### src/rtl/ads_pkg.sv
// ads_pkg: shared types and reset values for the ads_target I2C register slave.
// Optional comparator is enabled with ADS_TGT_ALERT_EN (see ads_target).
package ads_pkg;

    typedef enum logic [3:0] {
        IDLE,
        ADDR,
        ADDR_ACK,
        PTR,
        PTR_ACK,
        WR_MSB,
        WR_MSB_ACK,
        WR_LSB,
        WR_LSB_ACK,
        RD_MSB,
        RD_MSB_ACK,
        RD_LSB,
        RD_LSB_ACK
    } state_t;

    localparam logic [1:0] PTR_CONV = 2'd0;
    localparam logic [1:0] PTR_CFG  = 2'd1;
    localparam logic [1:0] PTR_LO   = 2'd2;
    localparam logic [1:0] PTR_HI   = 2'd3;

    localparam logic [15:0] CONV_RST = 16'h0000;
    localparam logic [15:0] CFG_RST  = 16'h8583;
    localparam logic [15:0] LO_RST   = 16'h8000;
    localparam logic [15:0] HI_RST   = 16'h7FFF;

    function automatic logic is_ack(state_t s);
        return s inside {ADDR_ACK, PTR_ACK, WR_MSB_ACK, WR_LSB_ACK,
                         RD_MSB_ACK, RD_LSB_ACK};
    endfunction

endpackage

### src/rtl/ads_tgt_sync.sv
// ads_tgt_sync: SCL/SDA synchronizers with history flop, SCL edge and
// START/STOP strobes, all derived from synchronized values.
module ads_tgt_sync (
    input  logic clk,
    input  logic reset,
    input  logic scl_in,
    input  logic sda_in,
    output logic sda,
    output logic scl_rise,
    output logic scl_fall,
    output logic start,
    output logic stop
);

    // [0],[1] synchronizer stages, [2] history
    logic [2:0] scl_q;
    logic [2:0] sda_q;

    always_ff @(posedge clk) begin
        if (!reset) begin
            scl_q <= 3'b111;
            sda_q <= 3'b111;
        end else begin
            scl_q <= {scl_q[1:0], scl_in};
            sda_q <= {sda_q[1:0], sda_in};
        end
    end

    assign sda      = sda_q[1];
    assign scl_rise = scl_q[1] & ~scl_q[2];
    assign scl_fall = ~scl_q[1] & scl_q[2];
    assign start    = scl_q[1] & scl_q[2] & sda_q[2] & ~sda_q[1];
    assign stop     = scl_q[1] & scl_q[2] & ~sda_q[2] & sda_q[1];

endmodule

### src/rtl/ads_target.sv
// ads_target: I2C target with conversion/config/threshold registers.
// Define ADS_TGT_ALERT_EN to build the ALERT comparator with hysteresis.
module ads_target
    import ads_pkg::*;
#(
    parameter logic [6:0] DEV_ADDR = 7'h48
) (
    input  logic        clk,
    input  logic        reset,
    input  logic        scl_in,
    input  logic        sda_in,
    output logic        sda_oe,
    input  logic [15:0] conv_data,
    input  logic        conv_load,
    output logic [15:0] config_out,
    output logic        alert_n
);

    logic sda_s;
    logic scl_rise;
    logic scl_fall;
    logic start;
    logic stop;

    state_t      state;
    state_t      state_d;
    logic [3:0]  cnt;
    logic [3:0]  cnt_d;
    logic [7:0]  shift;
    logic [7:0]  wr_msb;
    logic [15:0] shadow;
    logic [15:0] conv_r;
    logic [15:0] cfg_r;
    logic [15:0] lo_r;
    logic [15:0] hi_r;
    logic [15:0] reg_sel;
    logic [15:0] rd_word;
    logic [1:0]  ptr;
    logic        ack_bit;
    logic        sda_oe_d;
    logic        in_ack;
    logic        byte_done;
    logic        ack_done;

    ads_tgt_sync u_sync (
        .clk      (clk),
        .reset    (reset),
        .scl_in   (scl_in),
        .sda_in   (sda_in),
        .sda      (sda_s),
        .scl_rise (scl_rise),
        .scl_fall (scl_fall),
        .start    (start),
        .stop     (stop)
    );

    assign in_ack    = is_ack(state);
    assign byte_done = scl_fall && !in_ack && state != IDLE && cnt == 4'd8;
    // cnt != 0 in an ACK state means the ninth SCL rise has been seen
    assign ack_done  = scl_fall && in_ack && cnt != 4'd0;

    always_ff @(posedge clk) begin
        if (!reset) begin
            state <= IDLE;
            cnt   <= 4'd0;
        end else begin
            state <= state_d;
            cnt   <= cnt_d;
        end
    end

    always_comb begin
        state_d = state;
        cnt_d   = cnt;
        if (stop) begin
            state_d = IDLE;
            cnt_d   = 4'd0;
        end else if (start) begin
            state_d = ADDR;
            cnt_d   = 4'd0;
        end else if (state != IDLE) begin
            if (scl_rise) begin
                cnt_d = in_ack ? 4'd1 : cnt + 4'd1;
            end
            if (byte_done || ack_done) begin
                cnt_d = 4'd0;
                case (state)
                    ADDR:       state_d = (shift[7:1] == DEV_ADDR) ? ADDR_ACK : IDLE;
                    ADDR_ACK:   state_d = shift[0] ? RD_MSB : PTR;
                    PTR:        state_d = PTR_ACK;
                    PTR_ACK:    state_d = WR_MSB;
                    WR_MSB:     state_d = WR_MSB_ACK;
                    WR_MSB_ACK: state_d = WR_LSB;
                    WR_LSB:     state_d = WR_LSB_ACK;
                    WR_LSB_ACK: state_d = WR_MSB;
                    RD_MSB:     state_d = RD_MSB_ACK;
                    RD_MSB_ACK: state_d = ack_bit ? IDLE : RD_LSB;
                    RD_LSB:     state_d = RD_LSB_ACK;
                    RD_LSB_ACK: state_d = ack_bit ? IDLE : RD_MSB;
                    default:    state_d = IDLE;
                endcase
            end
        end
    end

    always_comb begin
        case (ptr)
            PTR_CONV: reg_sel = conv_r;
            PTR_CFG:  reg_sel = cfg_r;
            PTR_LO:   reg_sel = lo_r;
            default:  reg_sel = hi_r;
        endcase
    end

    // a new word is snapshotted on the same edge that leaves RD_LSB_ACK
    assign rd_word = (state == RD_LSB_ACK) ? reg_sel : shadow;

    always_comb begin
        sda_oe_d = 1'b0;
        case (state_d)
            ADDR_ACK,
            PTR_ACK,
            WR_MSB_ACK,
            WR_LSB_ACK: sda_oe_d = 1'b1;
            RD_MSB:     sda_oe_d = ~rd_word[{1'b1, ~cnt_d[2:0]}];
            RD_LSB:     sda_oe_d = ~rd_word[{1'b0, ~cnt_d[2:0]}];
            default:    sda_oe_d = 1'b0;
        endcase
    end

    always_ff @(posedge clk) begin
        if (!reset) begin
            sda_oe <= 1'b0;
        end else if (scl_fall || start || stop) begin
            sda_oe <= sda_oe_d;
        end
    end

    always_ff @(posedge clk) begin
        if (!reset) begin
            shift   <= 8'h00;
            wr_msb  <= 8'h00;
            shadow  <= 16'h0000;
            ptr     <= PTR_CONV;
            ack_bit <= 1'b1;
            conv_r  <= CONV_RST;
            cfg_r   <= CFG_RST;
            lo_r    <= LO_RST;
            hi_r    <= HI_RST;
        end else begin
            if (conv_load) begin
                conv_r <= conv_data;
            end
            if (scl_rise && state != IDLE && !in_ack) begin
                shift <= {shift[6:0], sda_s};
            end
            if (scl_rise && in_ack) begin
                ack_bit <= sda_s;
            end
            if (byte_done && state == PTR) begin
                ptr <= shift[1:0];
            end
            if (byte_done && state == WR_MSB) begin
                wr_msb <= shift;
            end
            if (byte_done && state == ADDR && shift[0]) begin
                shadow <= reg_sel;
            end
            if (ack_done && state == RD_LSB_ACK) begin
                shadow <= reg_sel;
            end
            if (ack_done && state == WR_LSB_ACK) begin
                case (ptr)
                    PTR_CFG: cfg_r <= {wr_msb, shift};
                    PTR_LO:  lo_r  <= {wr_msb, shift};
                    PTR_HI:  hi_r  <= {wr_msb, shift};
                    default: ;
                endcase
            end
        end
    end

    assign config_out = cfg_r;

`ifdef ADS_TGT_ALERT_EN
    logic alert_r;

    always_ff @(posedge clk) begin
        if (!reset) begin
            alert_r <= 1'b1;
        end else if (conv_load) begin
            if ($signed(conv_data) >= $signed(hi_r)) begin
                alert_r <= 1'b0;
            end else if ($signed(conv_data) < $signed(lo_r)) begin
                alert_r <= 1'b1;
            end
        end
    end

    assign alert_n = alert_r;
`else
    assign alert_n = 1'b1;
`endif

endmodule

### config.mk
export PLATFORM = sky130hd
export DESIGN_NAME = ads_target
export DESIGN_NICKNAME = d
export VERILOG_FILES = /design/src/rtl/ads_pkg.sv /design/src/rtl/ads_tgt_sync.sv /design/src/rtl/ads_target.sv
export SDC_FILE = /design/constraint.sdc
export NUM_CORES = 1
export LEC_CHECK = 0
export BUFFER_PORTS_ARGS = -buffer_cell sky130_fd_sc_hd__buf_2
export CAP_MARGIN = 20
export CORE_UTILIZATION = 61
export DETAILED_ROUTE_END_ITERATION = 6
export PLACE_DENSITY = 0.8
export SLEW_MARGIN = 10
export SYNTH_ARGS = -nofsm -noshare
export SYNTH_HDL_FRONTEND = slang
export SYNTH_SLANG_ARGS = --single-unit
### constraint.sdc
create_clock -name clk -period 5.59 [get_ports clk]
set_input_delay 0.559 -clock clk [delete_from_list [all_inputs] [get_ports clk]]
set_output_delay 0.559 -clock clk [all_outputs]
set_load 0.1 [all_outputs]
==> run_results.csv, run 1 <==
group,metric,value,unit
die,core-area,8680,µm²
power_and_ir_drop,seq_power_share,45.3,%
sta,grt_setup_unrepaired,"no",
worst_setup_path,cp_max_fo,23,
logic_synthesis,async_flop_share,0,%
route,routed_wl,12300,µm
global_routing,grt_usage,27.3,%
worst_hold_path,hold_path.class,"primary input to flip-flop",
cells_and_area,layout-drive-gt1-share,17.6,%
logic_synthesis,yosysWarnings,0,
run,drv_cap,0,
clock_tree,post_cts_buffers,0,
power_and_ir_drop,switching_power,402,µW
logic_synthesis,synth_area_leaders,"dfxtp_1 (42%), mux2i_1 (16%), nor2b_1 (8.0%), mux4_2 (7.0%), nand2_1 (4.5%)",
route,top_layer_used,"met4",
logic_synthesis,netlist-cell-type-count,56,
power_and_ir_drop,p_int,1430,µW
place,io_buffers,37,
worst_setup_path,crit_start,"state[2]$_SDFF_PN0_",
cells_and_area,final_common_cell,"dfxtp_1",
global_routing,grt_first_pass_wirelength,20000,µm
power_and_ir_drop,power.leakage,0.00244,µW
route,via_count,4160,
logic_synthesis,synth_top_flop_cell,"dfxtp_1",
global_routing,grt_pass1_vias,3971,
cells_and_area,finalNonFillerCells,682,
logic_synthesis,ys_ff_latch,114,
worst_setup_path,r2r_slack,2.35,ns
sta,finalCriticalPeriod,3.24,ns
worst_setup_path,worstSetupPathType,"flip-flop to flip-flop",
die,ios,39,
cells_and_area,final_cell_mix,"dfxtp_1 (114), mux2i_1 (88), nor2b_1 (70)",
die,num_rows,34,
clock_tree,clock_path_buffers,2,
worst_hold_path,min_to,"u_sync.sda_q[0]$_SDFF_PN1_",
power_and_ir_drop,power_frac_comb,3.7,%
power_and_ir_drop,p_sw_share,22.0,%
die,initial_core_util,62.9,%
die,die-area,9340,µm²
route,drt-initial-drc-count,294,
clock_tree,ctsRootBufferMaster,"clkbuf_8",
sta,setup_tns,0,ns
clock_tree,clk-insertion-delay-late,0.51,ns
worst_setup_path,r2r-start,"state[2]$_SDFF_PN0_",
route,wl_per_cell,18.1,µm
sta,skew,0.00902,ns
sta,drv_slew,0,
cells_and_area,fin_nets,585,
power_and_ir_drop,pwr-share-clk,50.9,%
power_and_ir_drop,cellPowerDensity,297,nW/µm²
logic_synthesis,syn-instance-count,540,
worst_hold_path,min_path_cells,2,
worst_setup_path,cp.arrival,3.68,ns
cells_and_area,fin_util,70.9,%
clock_tree,cts-buffers-inserted,17,
place,place_congestion,0.890,
route,drc,0,
die,die_y,96.6,µm
route,dr.pass1.iters,5,
global_routing,antenna_found_initial,0,
logic_synthesis,syn_area,5460,µm²
clock_tree,tritoncts,"done",
sta,finalHoldViolCount,0,
sta,min_period_over_period,57.9,%
clock_tree,clk_pin_slew,0.06,ns
sta,maxSlewHeadroom,39.5,%
route,dr_wl_met2,5990,µm
logic_synthesis,yosysTopAreaCell,"dfxtp_1",
worst_setup_path,crit_required,6.03,ns
logic_synthesis,synth_edf_count,0,
clock_tree,cts_num_sinks,114,
place,place_inst,651,
worst_setup_path,reg2reg_to,"sda_oe$_SDFFE_PN0P_",
logic_synthesis,yosysTopAreaCellShare,41.8,%
clock_tree,htree_levels,4,
worst_hold_path,hold_start,"sda_in",
logic_synthesis,ys_seq_area_share,41.8,%
sta,finalSetupViolCount,0,
logic_synthesis,synth.avg_cell_area,10.1,µm²
global_routing,grt-ovfl-total,0,
power_and_ir_drop,vdd_drop_max,0.205,mV
sta,fmax,0.309,GHz
route,ant_nets,0,
global_routing,grt_max_degree,113,
logic_synthesis,synth_fp_nets,563,
route,wirelength_met1,5320,µm
sta,holdWs,0.229,ns
route,wl_met3,737,µm
clock_tree,cts_resized,0,
clock_tree,cts_hold_buffers,0,
outcome,status,"complete, no violations",
worst_setup_path,reg2regPathDepth,8,
die,die_w,96.6,µm
place,hpwl,8220,µm
sta,tightestPinTransition,0.907,ns
cells_and_area,syn_to_final_growth,12.7,%
worst_setup_path,cp-start-kind,"flip-flop",
cells_and_area,num_antenna_cells,0,
worst_setup_path,worst_setup_path_end_kind,"flip-flop",
route,viasPerCell,6.10,
==> cell type report <==
class / count / area (µm²)
Tap cell: 108 / 135
Inverter: 5 / 18.8
Clock inverter: 9 / 58.8
Sequential cell: 114 / 2280
Multi-Input combinational cell: 381 / 2960
Clock buffer: 22 / 463
Fill cell: 634 / 2520
Timing Repair Buffer: 43 / 238
==> worst max-delay path by stage <==
stage	to
2_1_floorplan	sda_oe$_SDFFE_PN0P_
6_report	sda_oe$_SDFFE_PN0P_
3_3_place_gp	sda_oe$_SDFFE_PN0P_
5_1_grt	sda_oe$_SDFFE_PN0P_
3_5_place_dp	sda_oe$_SDFFE_PN0P_
4_1_cts	sda_oe$_SDFFE_PN0P_
==> routing by layer <==
metal | track usage (%) | up-vias
met2 | 43.5 | 170
met5 | 0 | -
met1 | 35.6 | 2012
li1 | - | 1948
met3 | 5.42 | 30
met4 | 13.4 | 0
==> Yosys cell counts (3+ instances only) <==
| master | number |
|---|---|
| nor2b_1 | 70 |
| dfxtp_1 | 114 |
| buf_2 | 8 |
| inv_1 | 5 |
| nor2_1 | 8 |
| mux2i_1 | 88 |
| buf_6 | 4 |
| o21ai_0 | 3 |
| and3_1 | 5 |
| a31oi_1 | 3 |
| nor3_1 | 6 |
| a21oi_1 | 12 |
| and2_1 | 3 |
| nand3_1 | 23 |
| buf_4 | 3 |
| nor3b_1 | 7 |
| a21boi_0 | 9 |
| nand3b_1 | 3 |
| nor4_1 | 3 |
| a21o_1 | 4 |
| nand2_1 | 65 |
| mux4_2 | 17 |
| a211oi_1 | 3 |
| nand2b_1 | 11 |
| clkbuf_1 | 24 |
==> cell families after synthesis <==
| kind of cell | count (synthesis) | synth area share, % |
|---|---|---|
| adder cells (fa/ha/maj) | 3 | 0.641 |
| buffers and inverters | 45 | 4.03 |
| XOR/XNOR | 2 | 0.321 |
| flip-flops | 114 | 41.8 |
| AND/OR/NAND/NOR | 212 | 21.0 |
| multiplexers | 107 | 24.1 |
| other | 1 | 0.0687 |
| AO/OA/AOI/OAI | 56 | 8.04 |
==> power by group through the flow <==
stage	registers [µW]	clock network, µW	logic [µW]
after floorplan	843	0	54.7
after global placement	846	0	66.1
after detailed placement	847	0	67.5
after CTS	830	942	68.0
after global routing	830	984	73.5
final	830	932	68.2
==> sequential cells by signal, summed over array words and instances, names as in the netlist <==
signal,flops
ack_bit,1
cnt,4
config_out,16
conv_r,16
hi_r,16
lo_r,16
ptr,2
sda_oe,1
shadow,16
shift,8
state,4
u_sync.scl_q,3
u_sync.sda_q,3
wr_msb,8
==> worst max-delay path, cell delays in order, from the launching register on <==
cell and delay [ns]:
dfxtp_1 0.79, a31o_2 0.37, nand2_1 0.30, a21oi_4 0.44
mux4_1 0.60, a21o_1 0.19, a211oi_1 0.26, a211oi_1 0.09
o2bb2ai_1 0.12
==> per-stage QoR <==
stage | power [µW] | instance area [µm²] | setup slack (ns)
floorplan | 898 | 5460 | 3.26
global route | 1890 | 6150 | 2.15
global placement | 912 | 5620 | 2.55
detailed placement | 914 | 5630 | 2.43
finish | 1830 | 6150 | 2.35
CTS | 1840 | 6150 | 2.39
Note: power is estimated with default switching activity, not from simulation.
==> inputs of run 2 (changes only) <==
CORE_UTILIZATION = 60   (was 61)
PLACE_DENSITY = 0.79   (was 0.8)
clock period = 3.09 ns   (was 5.59 ns; I/O delays follow)
==> run 2 against run 1 <==
Compared with the run above: die area increased by 1.6%; largest cell class unchanged; wire length is 1.8% higher; hold slack got worse by 0.17 ns; core utilization up 1.2 points; clock power grew 93%; cell area is 2.6% higher.
==> run_results.csv, run 2 (synthesis results as in run 1) <==
group,metric,value,unit
outcome,status,"complete, no violations",
sta,finalHoldViolCount,0,
clock_tree,tritoncts,"done",
power_and_ir_drop,seq_power_share,43.7,%
place,hpwl,8310,µm
die,die_w,97.4,µm
die,initial_core_util,62.3,%
die,ios,39,
global_routing,grt_util_met2,45.0,%
cells_and_area,finalNonFillerCells,698,
sta,min_period_over_period,86.3,%
sta,tightestPinTransition,0.644,ns
power_and_ir_drop,cellPowerDensity,544,nW/µm²
place,io_buffers,37,
sta,setup_tns,0,ns
cells_and_area,syn_to_final_growth,15.6,%
sta,drv_slew,0,
clock_tree,cts-buffers-inserted,17,
worst_setup_path,cp_max_fo,14,
power_and_ir_drop,power.leakage,0.00252,µW
global_routing,grt_max_degree,87,
cells_and_area,final_cell_mix,"dfxtp_1 (114), mux2i_1 (88), nor2b_1 (70)",
route,routed_wl,12600,µm
sta,grt_setup_unrepaired,"no",
route,drt-initial-drc-count,193,
sta,maxSlewHeadroom,57.0,%
route,via_count,4110,
clock_tree,clock_path_buffers,2,
global_routing,grt-ovfl-total,0,
clock_tree,cts_num_sinks,114,
die,die_y,97.4,µm
power_and_ir_drop,power_frac_comb,3.8,%
worst_hold_path,hold_path.class,"primary input to flip-flop",
global_routing,grt_first_pass_wirelength,20800,µm
clock_tree,clk-insertion-delay-late,0.51,ns
worst_setup_path,cp.arrival,3.11,ns
power_and_ir_drop,switching_power,807,µW
worst_setup_path,cp-start-kind,"flip-flop",
sta,fmax,0.375,GHz
route,dr.pass1.iters,4,
die,num_rows,34,
die,die-area,9490,µm²
power_and_ir_drop,vdd_drop_max,0.329,mV
global_routing,grt_pass1_vias,4062,
power_and_ir_drop,p_int,2630,µW
global_routing,grt_usage,27.9,%
cells_and_area,fillers,631,
sta,skew,0.00773,ns
cells_and_area,layout-drive-gt1-share,19.5,%
global_routing,grtUsageMet3,5.25,%
power_and_ir_drop,p_sw_share,23.5,%
clock_tree,clk_pin_slew,0.06,ns
route,wl_per_cell,18.0,µm
sta,finalSetupViolCount,0,
cells_and_area,regArea,2280,µm²
route,ant_nets,0,
global_routing,grt.met1_usage,36.9,%
clock_tree,htree_levels,4,
clock_tree,post_cts_buffers,0,
place,place_congestion,0.931,
route,drc,0,
sta,holdWs,0.0572,ns
sta,finalCriticalPeriod,2.67,ns
clock_tree,cts_hold_buffers,2,
clock_tree,cts_resized,0,
run,drv_cap,0,
cells_and_area,final_common_cell,"dfxtp_1",
worst_setup_path,worst_setup_path_end_kind,"flip-flop",
global_routing,antenna_found_initial,0,
cells_and_area,fin_nets,600,
worst_setup_path,worstSetupPathType,"flip-flop to flip-flop",
place,place_inst,664,
die,core-area,8760,µm²
cells_and_area,multi_input_area,2960,µm²
clock_tree,ctsRootBufferMaster,"clkbuf_8",
power_and_ir_drop,pwr-share-clk,52.6,%
cells_and_area,num_antenna_cells,0,
global_routing,grt_busiest_layer,"met2",
worst_setup_path,crit_required,3.53,ns
route,viasPerCell,5.89,
[run 2: power by group through the flow]
stage          sequential, µW  clock [µW]  combinational, µW
2_1_floorplan            1520           0               98.9
3_3_place_gp             1530           0                126
3_5_place_dp             1530           0                128
4_1_cts                  1500        1830                130
5_1_grt                  1500        1890                141
6_report                 1500        1800                130
[run 2: metrics by stage]
stage	total power (µW)	worst slack [ns]	cell area [µm²]	util, %
global route	3530	0.141	6320	72.1
global placement	1660	0.499	5750	65.6
finish	3430	0.423	6320	72.1
detailed placement	1660	0.474	5750	65.6
floorplan	1620	0.763	5460	-
CTS	3460	0.455	6320	72.1
[run 2: layout make-up]
type / instances / share of cell area, %
clock buffer: 19 / 6.68
clock inverter: 13 / 2.00
inverter: 5 / 0.297
multi-input combinational: 381 / 46.9
sequential: 114 / 36.1
tap: 108 / 2.14
timing repair buffer: 58 / 5.90
[run 2: path summary, 6_finish.rpt]
| kind | slack [ns] | endpoint | from | cells past startpoint |
|---|---|---|---|---|
| setup / recovery | 0.42 | sda_oe$_SDFFE_PN0P_ | state[3]$_SDFF_PN0_ | 8 |
| hold / removal | 0.06 | conv_r[10]$_SDFFE_PN0P_ | conv_data[10] | 3 |
| setup reg to reg | 0.42 | sda_oe$_SDFFE_PN0P_ | state[3]$_SDFF_PN0_ | 8 |
| hold reg to reg | 0.41 | u_sync.sda_q[1]$_SDFF_PN1_ | u_sync.sda_q[0]$_SDFF_PN1_ | 1 |
[run 2: worst max-delay path, cell delays in order, from the launching register on]
cell and delay (ns):
dfxtp_1 0.64, a31o_2 0.35, nand2_1 0.15, a21oi_4 0.27, mux4_1 0.58, a21o_1 0.19
a211oi_1 0.23, a211oi_1 0.08, o2bb2ai_1 0.12
[run 2: metal layers]
layer | part of all wire, % | wire length [µm] | up-vias
met5 | 0 | 0 | -
met2 | 49 | 6120 | 103
li1 | - | - | 1976
met1 | 45 | 5610 | 2010
met4 | 2.1 | 258 | 0
met3 | 4.6 | 574 | 21
